[config.mk]
export PLATFORM = sky130hd
export DESIGN_NAME = vga_timing_gen_flat
export DESIGN_NICKNAME = d
export VERILOG_FILES = /design/src/rtl/vga_timing_gen_if.sv /design/src/rtl/vga_timing_gen.sv /design/src/flat_wrapper.sv
export SDC_FILE = /design/constraint.sdc
export NUM_CORES = 1
export LEC_CHECK = 0
export ABC_AREA = 1
export CAP_MARGIN = 20
export CORE_AREA = 2 2 80 82
export DETAILED_ROUTE_END_ITERATION = 6
export DIE_AREA = 0 0 82 84
export HOLD_SLACK_MARGIN = 0.06
export PLACE_DENSITY_LB_ADDON = 0.12
export SETUP_SLACK_MARGIN = 0.15
export SLEW_MARGIN = 40
export SYNTH_ARGS = -nofsm -noshare
export SYNTH_HDL_FRONTEND = slang
export SYNTH_SLANG_ARGS = --single-unit
[constraint.sdc]
create_clock -name clk -period 5.37 [get_ports clk]
set_input_delay 0.537 -clock clk [delete_from_list [all_inputs] [get_ports clk]]
set_output_delay 0.537 -clock clk [all_outputs]
set_load 0.05 [all_outputs]
[src/rtl/vga_timing_gen_if.sv]
// Raster timing bundle between the timing generator and the pixel/DAC side.
interface vga_timing_gen_if #(
    parameter int X_WIDTH = 11,
    parameter int Y_WIDTH = 10
);
    logic               enable;
    logic               blank_n;
    logic               sync_n;
    logic               h_sync;
    logic               v_sync;
    logic [X_WIDTH-1:0] next_x;
    logic [Y_WIDTH-1:0] next_y;
    logic               next_valid;
    logic               line_start;
    logic               frame_start;

    modport master (
        input  enable,
        output blank_n, sync_n, h_sync, v_sync,
        output next_x, next_y, next_valid, line_start, frame_start
    );

    modport slave (
        output enable,
        input  blank_n, sync_n, h_sync, v_sync,
        input  next_x, next_y, next_valid, line_start, frame_start
    );
endinterface

[src/rtl/vga_timing_gen.sv]
// Parametrised VGA raster timing generator with pixel-clock divider,
// registered sync/blank outputs and one-pixel lookahead coordinates.
module vga_timing_gen #(
    parameter int H_DISPLAY     = 800,
    parameter int H_FRONT_PORCH = 56,
    parameter int H_SYNC_PULSE  = 120,
    parameter int H_BACK_PORCH  = 64,
    parameter int V_DISPLAY     = 600,
    parameter int V_FRONT_PORCH = 37,
    parameter int V_SYNC_PULSE  = 6,
    parameter int V_BACK_PORCH  = 23,
    parameter bit H_SYNC_POL    = 1'b0,
    parameter bit V_SYNC_POL    = 1'b0,
    parameter int PIX_DIV       = 1,
    parameter int X_WIDTH       = 11,
    parameter int Y_WIDTH       = 10
) (
    input logic              clk,
    input logic              rst,
    vga_timing_gen_if.master vif
);
    localparam int H_TOTAL = H_DISPLAY + H_FRONT_PORCH + H_SYNC_PULSE + H_BACK_PORCH;
    localparam int V_TOTAL = V_DISPLAY + V_FRONT_PORCH + V_SYNC_PULSE + V_BACK_PORCH;
    localparam int DIV_W   = (PIX_DIV > 1) ? $clog2(PIX_DIV) : 1;

    localparam logic [X_WIDTH-1:0] H_LAST = X_WIDTH'(H_TOTAL - 1);
    localparam logic [X_WIDTH-1:0] H_VIS  = X_WIDTH'(H_DISPLAY);
    localparam logic [X_WIDTH-1:0] H_SS   = X_WIDTH'(H_DISPLAY + H_FRONT_PORCH);
    localparam logic [X_WIDTH-1:0] H_SE   = X_WIDTH'(H_DISPLAY + H_FRONT_PORCH + H_SYNC_PULSE);
    localparam logic [Y_WIDTH-1:0] V_LAST = Y_WIDTH'(V_TOTAL - 1);
    localparam logic [Y_WIDTH-1:0] V_VIS  = Y_WIDTH'(V_DISPLAY);
    localparam logic [Y_WIDTH-1:0] V_SS   = Y_WIDTH'(V_DISPLAY + V_FRONT_PORCH);
    localparam logic [Y_WIDTH-1:0] V_SE   = Y_WIDTH'(V_DISPLAY + V_FRONT_PORCH + V_SYNC_PULSE);
    localparam logic [DIV_W-1:0]   DIV_LAST = DIV_W'(PIX_DIV - 1);
    // Reset position is (0,0), so the lookahead starts at (1,0).
    localparam bit RST_NV = (H_DISPLAY > 1);

    logic [DIV_W-1:0]   div_count;
    logic [X_WIDTH-1:0] h_count, h1, h2;
    logic [Y_WIDTH-1:0] v_count, v1, v2;
    logic               tick, vis1, vis2, hs_act, vs_act;

    assign tick = vif.enable && (div_count == DIV_LAST);

    // Position one tick ahead (h1,v1) and two ticks ahead (h2,v2); outputs are
    // loaded from the first, the lookahead from the second.
    always_comb begin
        h1 = h_count + 1'b1;
        v1 = v_count;
        if (h_count == H_LAST) begin
            h1 = '0;
            if (v_count == V_LAST) v1 = '0;
            else                   v1 = v_count + 1'b1;
        end
        h2 = h1 + 1'b1;
        v2 = v1;
        if (h1 == H_LAST) begin
            h2 = '0;
            if (v1 == V_LAST) v2 = '0;
            else              v2 = v1 + 1'b1;
        end
        vis1   = (h1 < H_VIS) && (v1 < V_VIS);
        vis2   = (h2 < H_VIS) && (v2 < V_VIS);
        hs_act = (h1 >= H_SS) && (h1 < H_SE);
        vs_act = (v1 >= V_SS) && (v1 < V_SE);
    end

    // Pixel-clock divider; frozen while disabled so a stalled pixel resumes mid-count.
    always_ff @(posedge clk) begin
        if (rst)              div_count <= '0;
        else if (vif.enable)  div_count <= tick ? '0 : div_count + 1'b1;
    end

    // Raster counters and registered outputs, all updated together on a tick.
    always_ff @(posedge clk) begin
        if (rst) begin
            h_count         <= '0;
            v_count         <= '0;
            vif.blank_n     <= 1'b1;
            vif.h_sync      <= ~H_SYNC_POL;
            vif.v_sync      <= ~V_SYNC_POL;
            vif.sync_n      <= 1'b1;
            vif.next_x      <= RST_NV ? X_WIDTH'(1) : '0;
            vif.next_y      <= '0;
            vif.next_valid  <= RST_NV;
            vif.line_start  <= 1'b0;
            vif.frame_start <= 1'b0;
        end else begin
            // Strobes are single-cycle: only a tick onto column 0 raises them.
            vif.line_start  <= tick && (h1 == '0);
            vif.frame_start <= tick && (h1 == '0) && (v1 == '0);
            if (tick) begin
                h_count        <= h1;
                v_count        <= v1;
                vif.blank_n    <= vis1;
                vif.h_sync     <= hs_act ? H_SYNC_POL : ~H_SYNC_POL;
                vif.v_sync     <= vs_act ? V_SYNC_POL : ~V_SYNC_POL;
                vif.sync_n     <= ~(hs_act || vs_act);
                vif.next_valid <= vis2;
                vif.next_x     <= vis2 ? h2 : '0;
                vif.next_y     <= vis2 ? v2 : '0;
            end
        end
    end
endmodule

[src/flat_wrapper.sv]
// flat-port wrapper written by rule: the top's interface ports become plain ports
module vga_timing_gen_flat 
#(
    parameter int H_DISPLAY     = 800,
    parameter int H_FRONT_PORCH = 56,
    parameter int H_SYNC_PULSE  = 120,
    parameter int H_BACK_PORCH  = 64,
    parameter int V_DISPLAY     = 600,
    parameter int V_FRONT_PORCH = 37,
    parameter int V_SYNC_PULSE  = 6,
    parameter int V_BACK_PORCH  = 23,
    parameter bit H_SYNC_POL    = 1'b0,
    parameter bit V_SYNC_POL    = 1'b0,
    parameter int PIX_DIV       = 1,
    parameter int X_WIDTH       = 11,
    parameter int Y_WIDTH       = 10
)
  (clk, rst, vif_enable, vif_blank_n, vif_sync_n, vif_h_sync, vif_v_sync, vif_next_x, vif_next_y, vif_next_valid, vif_line_start, vif_frame_start);
  vga_timing_gen_if #(.X_WIDTH(X_WIDTH), .Y_WIDTH(Y_WIDTH)) vif_i ();
  input logic clk;
  input logic rst;
  input wire logic [$bits(vif_i.enable)-1:0] vif_enable;
  output wire logic [$bits(vif_i.blank_n)-1:0] vif_blank_n;
  output wire logic [$bits(vif_i.sync_n)-1:0] vif_sync_n;
  output wire logic [$bits(vif_i.h_sync)-1:0] vif_h_sync;
  output wire logic [$bits(vif_i.v_sync)-1:0] vif_v_sync;
  output wire logic [$bits(vif_i.next_x)-1:0] vif_next_x;
  output wire logic [$bits(vif_i.next_y)-1:0] vif_next_y;
  output wire logic [$bits(vif_i.next_valid)-1:0] vif_next_valid;
  output wire logic [$bits(vif_i.line_start)-1:0] vif_line_start;
  output wire logic [$bits(vif_i.frame_start)-1:0] vif_frame_start;
  assign vif_i.enable = vif_enable;
  assign vif_blank_n = vif_i.blank_n;
  assign vif_sync_n = vif_i.sync_n;
  assign vif_h_sync = vif_i.h_sync;
  assign vif_v_sync = vif_i.v_sync;
  assign vif_next_x = vif_i.next_x;
  assign vif_next_y = vif_i.next_y;
  assign vif_next_valid = vif_i.next_valid;
  assign vif_line_start = vif_i.line_start;
  assign vif_frame_start = vif_i.frame_start;
  vga_timing_gen #(.H_DISPLAY(H_DISPLAY), .H_FRONT_PORCH(H_FRONT_PORCH), .H_SYNC_PULSE(H_SYNC_PULSE), .H_BACK_PORCH(H_BACK_PORCH), .V_DISPLAY(V_DISPLAY), .V_FRONT_PORCH(V_FRONT_PORCH), .V_SYNC_PULSE(V_SYNC_PULSE), .V_BACK_PORCH(V_BACK_PORCH), .H_SYNC_POL(H_SYNC_POL), .V_SYNC_POL(V_SYNC_POL), .PIX_DIV(PIX_DIV), .X_WIDTH(X_WIDTH), .Y_WIDTH(Y_WIDTH)) u_core (.clk(clk), .rst(rst), .vif(vif_i));
endmodule
==> summary.md <==
| Metric | Value |
|---|---|
| Status | `complete, no violations` |
| Slew Viols, Final | `0` |
| Netlist cell types | `40` |
| Setup TNS | `0 ps` |
| Worst VDD drop | `137.1 uV` |
| R2r startpoint | `u_core.h_count[0]` |
| Worst Hold Class | `reg2reg` |
| H-Tree Depth | `2` |
| Root buffer cell | `clkbuf_8` |
| Final hold slack | `448.9 ps` |
| Post-synthesis cell type with the largest combined area | `dfxtp_1` |
| Final worst slack | `1919 ps` |
| Post-Route WL | `between 8000 and 9000 um` |
| Slowest CP cell | `dfxtp_1` |
| First-pass GRT wire length | `around 15000 um` |
| Mapped Avg Cell Area | `6.996 um2` |
| Worst Setup SP | `u_core.h_count[0]` |
| Crit Reg-Reg Endpoint | `u_core.vif.next_y[6]` |
| Most frequent cells in the layout | `nand2_1 (127), inv_1 (57), dfxtp_1 (50)` |
| # diodes | `0` |
| Syn Nets | `535` |
| Vias in the first global route | `3176` |
| Max Fclk | `between 0.2 and 0.3 GHz` |
| Pre-CTS setup slack | `between 1500 and 2000 ps` |
| Crit Path Category | `reg2reg` |
| Die area | `between 0.006 and 0.007 mm2` |
| #FFs+latches synth | `50` |
| Inserted Clock Buffers | `5` |
| Sinks on Clock Net | `50` |
| Multi-input logic area | `roughly 0.0023 mm2` |
| Starting density of the core | `approximately three fifths` |
| Reg clk slew, reported paths | `around 100 ps` |
| DR pass1 iterations | `5` |
| PwrDens | `around 210 mW/mm2` |
| Initial drt markers | `261` |
| Initial antenna violation count | `0` |
| Clock Path Buffers | `2` |
| Hold path cells | `2` |
| Register area share after synthesis | `between 20% and 30%` |
| Fin util | `about two thirds` |
| Worst slew pin tran | `approximately 660 ps` |
| Worst clock skew | `12.24 ps` |
| Register Area | `between 0.001 and 0.0015 mm2` |
| Nets | `554` |
| CP max FO | `20` |
| Max Cap Violations | `0` |
| Area share of the leading cell type in the synthesized netlist | `27.30%` |
| # fillers | `552` |
| Worst EP arrival | `roughly 3700 ps` |
| Worst setup EP type | `flop` |
| Post-Syn Instances | `approximately 520` |
| Area Growth Syn to Fin | `10.10%` |
| Postcts setup bufs | `0` |
| Design Power | `841.3 uW` |
| Hold_sp | `u_core.vif.next_x[10]` |
| Synth top area cells | `dfxtp_1 (27%), nand2_1 (13%), nand3_2 (6.3%)` |
| Gr usage total | `a little over a quarter` |
| Die Y | `84 um` |
| CTS tree | `done` |
| DRC errors left | `0` |
| Worst slew margin | `between 50% and 60%` |
| CP Data Required Time | `approximately 5600 ps` |
| Final Hold Fails | `0` |
| Clock Latency Late Sink | `around 310 ps` |
| Async S/R FF share, synth | `0%` |
| Post-DP HPWL | `6293 um` |
| RePlAce Congestion | `0.8980` |
| CP peak stage delay | `between 400 and 500 ps` |
| Average wire per standard cell | `between 10 and 15 um` |
| CP most frequent cell | `nand2_1` |
| Cts hold-fix bufs | `0` |
| Proportion of layout cells with a drive suffix above 1 | `21.55%` |
| Core area | `0.006096 mm2` |
| R2R cell count | `18` |
| Crit. path cell count | `18` |
| Most common cell after layout, fill and taps aside | `nand2_1` |
| Syn. warnings | `0` |
| IO buf count | `30` |
| Worst-case hold path end point | `u_core.vif.next_x[10]` |
| Critical path, cell by cell | `ha_1, nand2_2, nor2_4, nand2_1, xor2_1, nand2_1, inv_2, nand3_4, nor2_4, nand2_1, clkinv_1, nand2_1, nand2_1, nand2_1, nor2_2, nand2_2, nand3_2, a21oi_2` |
| Tcrit/Tclk final | `64.27%` |
| RSZ-0062 raised after global routing | `no` |
| Routed Antenna Nets | `0` |
| Pin count of the biggest net entering global routing | `just over 40` |
| Drt via density | `about 5.4` |
| Number of synthesized flops with an enable pin | `0` |
| Worst Path Buf+Inv | `2` |
| Final setup fails | `0` |
| Startpoint types | `flop` |
| GRT overflow | `0` |
| Reg-to-reg slack, setup | `1920 ps` |
| Minimum clock period | `about 3500 ps` |
| Leakage power | `~0.0017 uW` |
| Synth Flop Type | `dfxtp_1` |
| # IOs | `31` |
| Cell Area, Synth | `0.003666 mm2` |
| Via count | `about 3400` |
| Number of core rows | `29` |
| Die X | `around 80 um` |
| Crit path max-delay family | `simple AND/OR/NAND/NOR gates` |
| CTS resizes | `0` |
flip-flops by register name, summed over array words and instances, names as in the netlist:
| name | count |
|---|---|
| u_core.vif.line_start | 1 |
| u_core.vif.next_valid | 1 |
| u_core.vif.v_sync | 1 |
| u_core.vif.next_y | 10 |
| u_core.div_count | 1 |
| u_core.vif.blank_n | 1 |
| u_core.h_count | 11 |
| u_core.vif.sync_n | 1 |
| u_core.vif.next_x | 11 |
| u_core.vif.h_sync | 1 |
| u_core.vif.frame_start | 1 |
| u_core.v_count | 10 |
worst max path at each step:
stage                                end  slack (ps)
floorplan           u_core.vif.next_y[0]        2710
global placement    u_core.vif.next_y[6]        2060
detailed placement  u_core.vif.next_y[2]        1960
CTS                 u_core.vif.next_y[2]        1950
global route        u_core.vif.next_y[5]        1570
finish              u_core.vif.next_y[6]        1920
worst reg2reg max path: cells and delay by family (launching register included):
kind	cells	cell delay [ps]
simple gates	13	1950
flops	1	470
xor+xnor	1	380
fa+ha+maj	1	320
buf+inv	2	190
compound gates	1	60
cell families (layout without fill, tap and decap cells):
| kind of cell | Yosys count | in the layout | share of synthesized area (%) |
|---|---|---|---|
| simple gates | 273 | 273 | 40.79 |
| flops | 50 | 50 | 27.30 |
| compound gates | 92 | 92 | 15.70 |
| xor+xnor | 12 | 12 | 2.867 |
| fa+ha+maj | 8 | 8 | 2.730 |
| buf+inv | 89 | 108 | 10.61 |
per-stage QoR:
step	instances	area, um2
CTS	620	4036
global placement	613	3954
detailed placement	613	3956
global route	620	4036
finish	620	4036
floorplan	524	3666
per-layer routing:
layer	track usage (%)	up-vias	wire [um]	part of all wire, %
li1	-	1724	-	-
met1	35.79	1555	3913	46
met2	43.46	83	4162	49
met3	2.922	15	304	3.6
met4	9.091	0	170	2.0
met5	0	-	0	0
cell usage after synthesis (all sizes together), types with 3 or more instances:
library cell and instances:
nand3 50, xnor2 3, a21oi 51, nor2 48, nand2 151, buf 9, clkbuf 12, inv 67
dfxtp 50, ha 8, xor2 9, nor3 7, o21ai 38, nand4 13
layout make-up:
class	instances	share of cell area (%)
Sequential cell	50	24.80
Clock inverter	1	0.1860
Clock buffer	6	1.798
Timing Repair Buffer	33	7.998
Multi-Input combinational cell	385	56.51
Inverter	68	6.324
Tap cell	77	2.387
where the power goes:
group / switching, uW / internal [uW] / total (uW)
clock: 132 / 89.9 / 222
combinational: 142 / 65.2 / 207
sequential: 22.7 / 390 / 413
(Power assumes the default switching activity.)
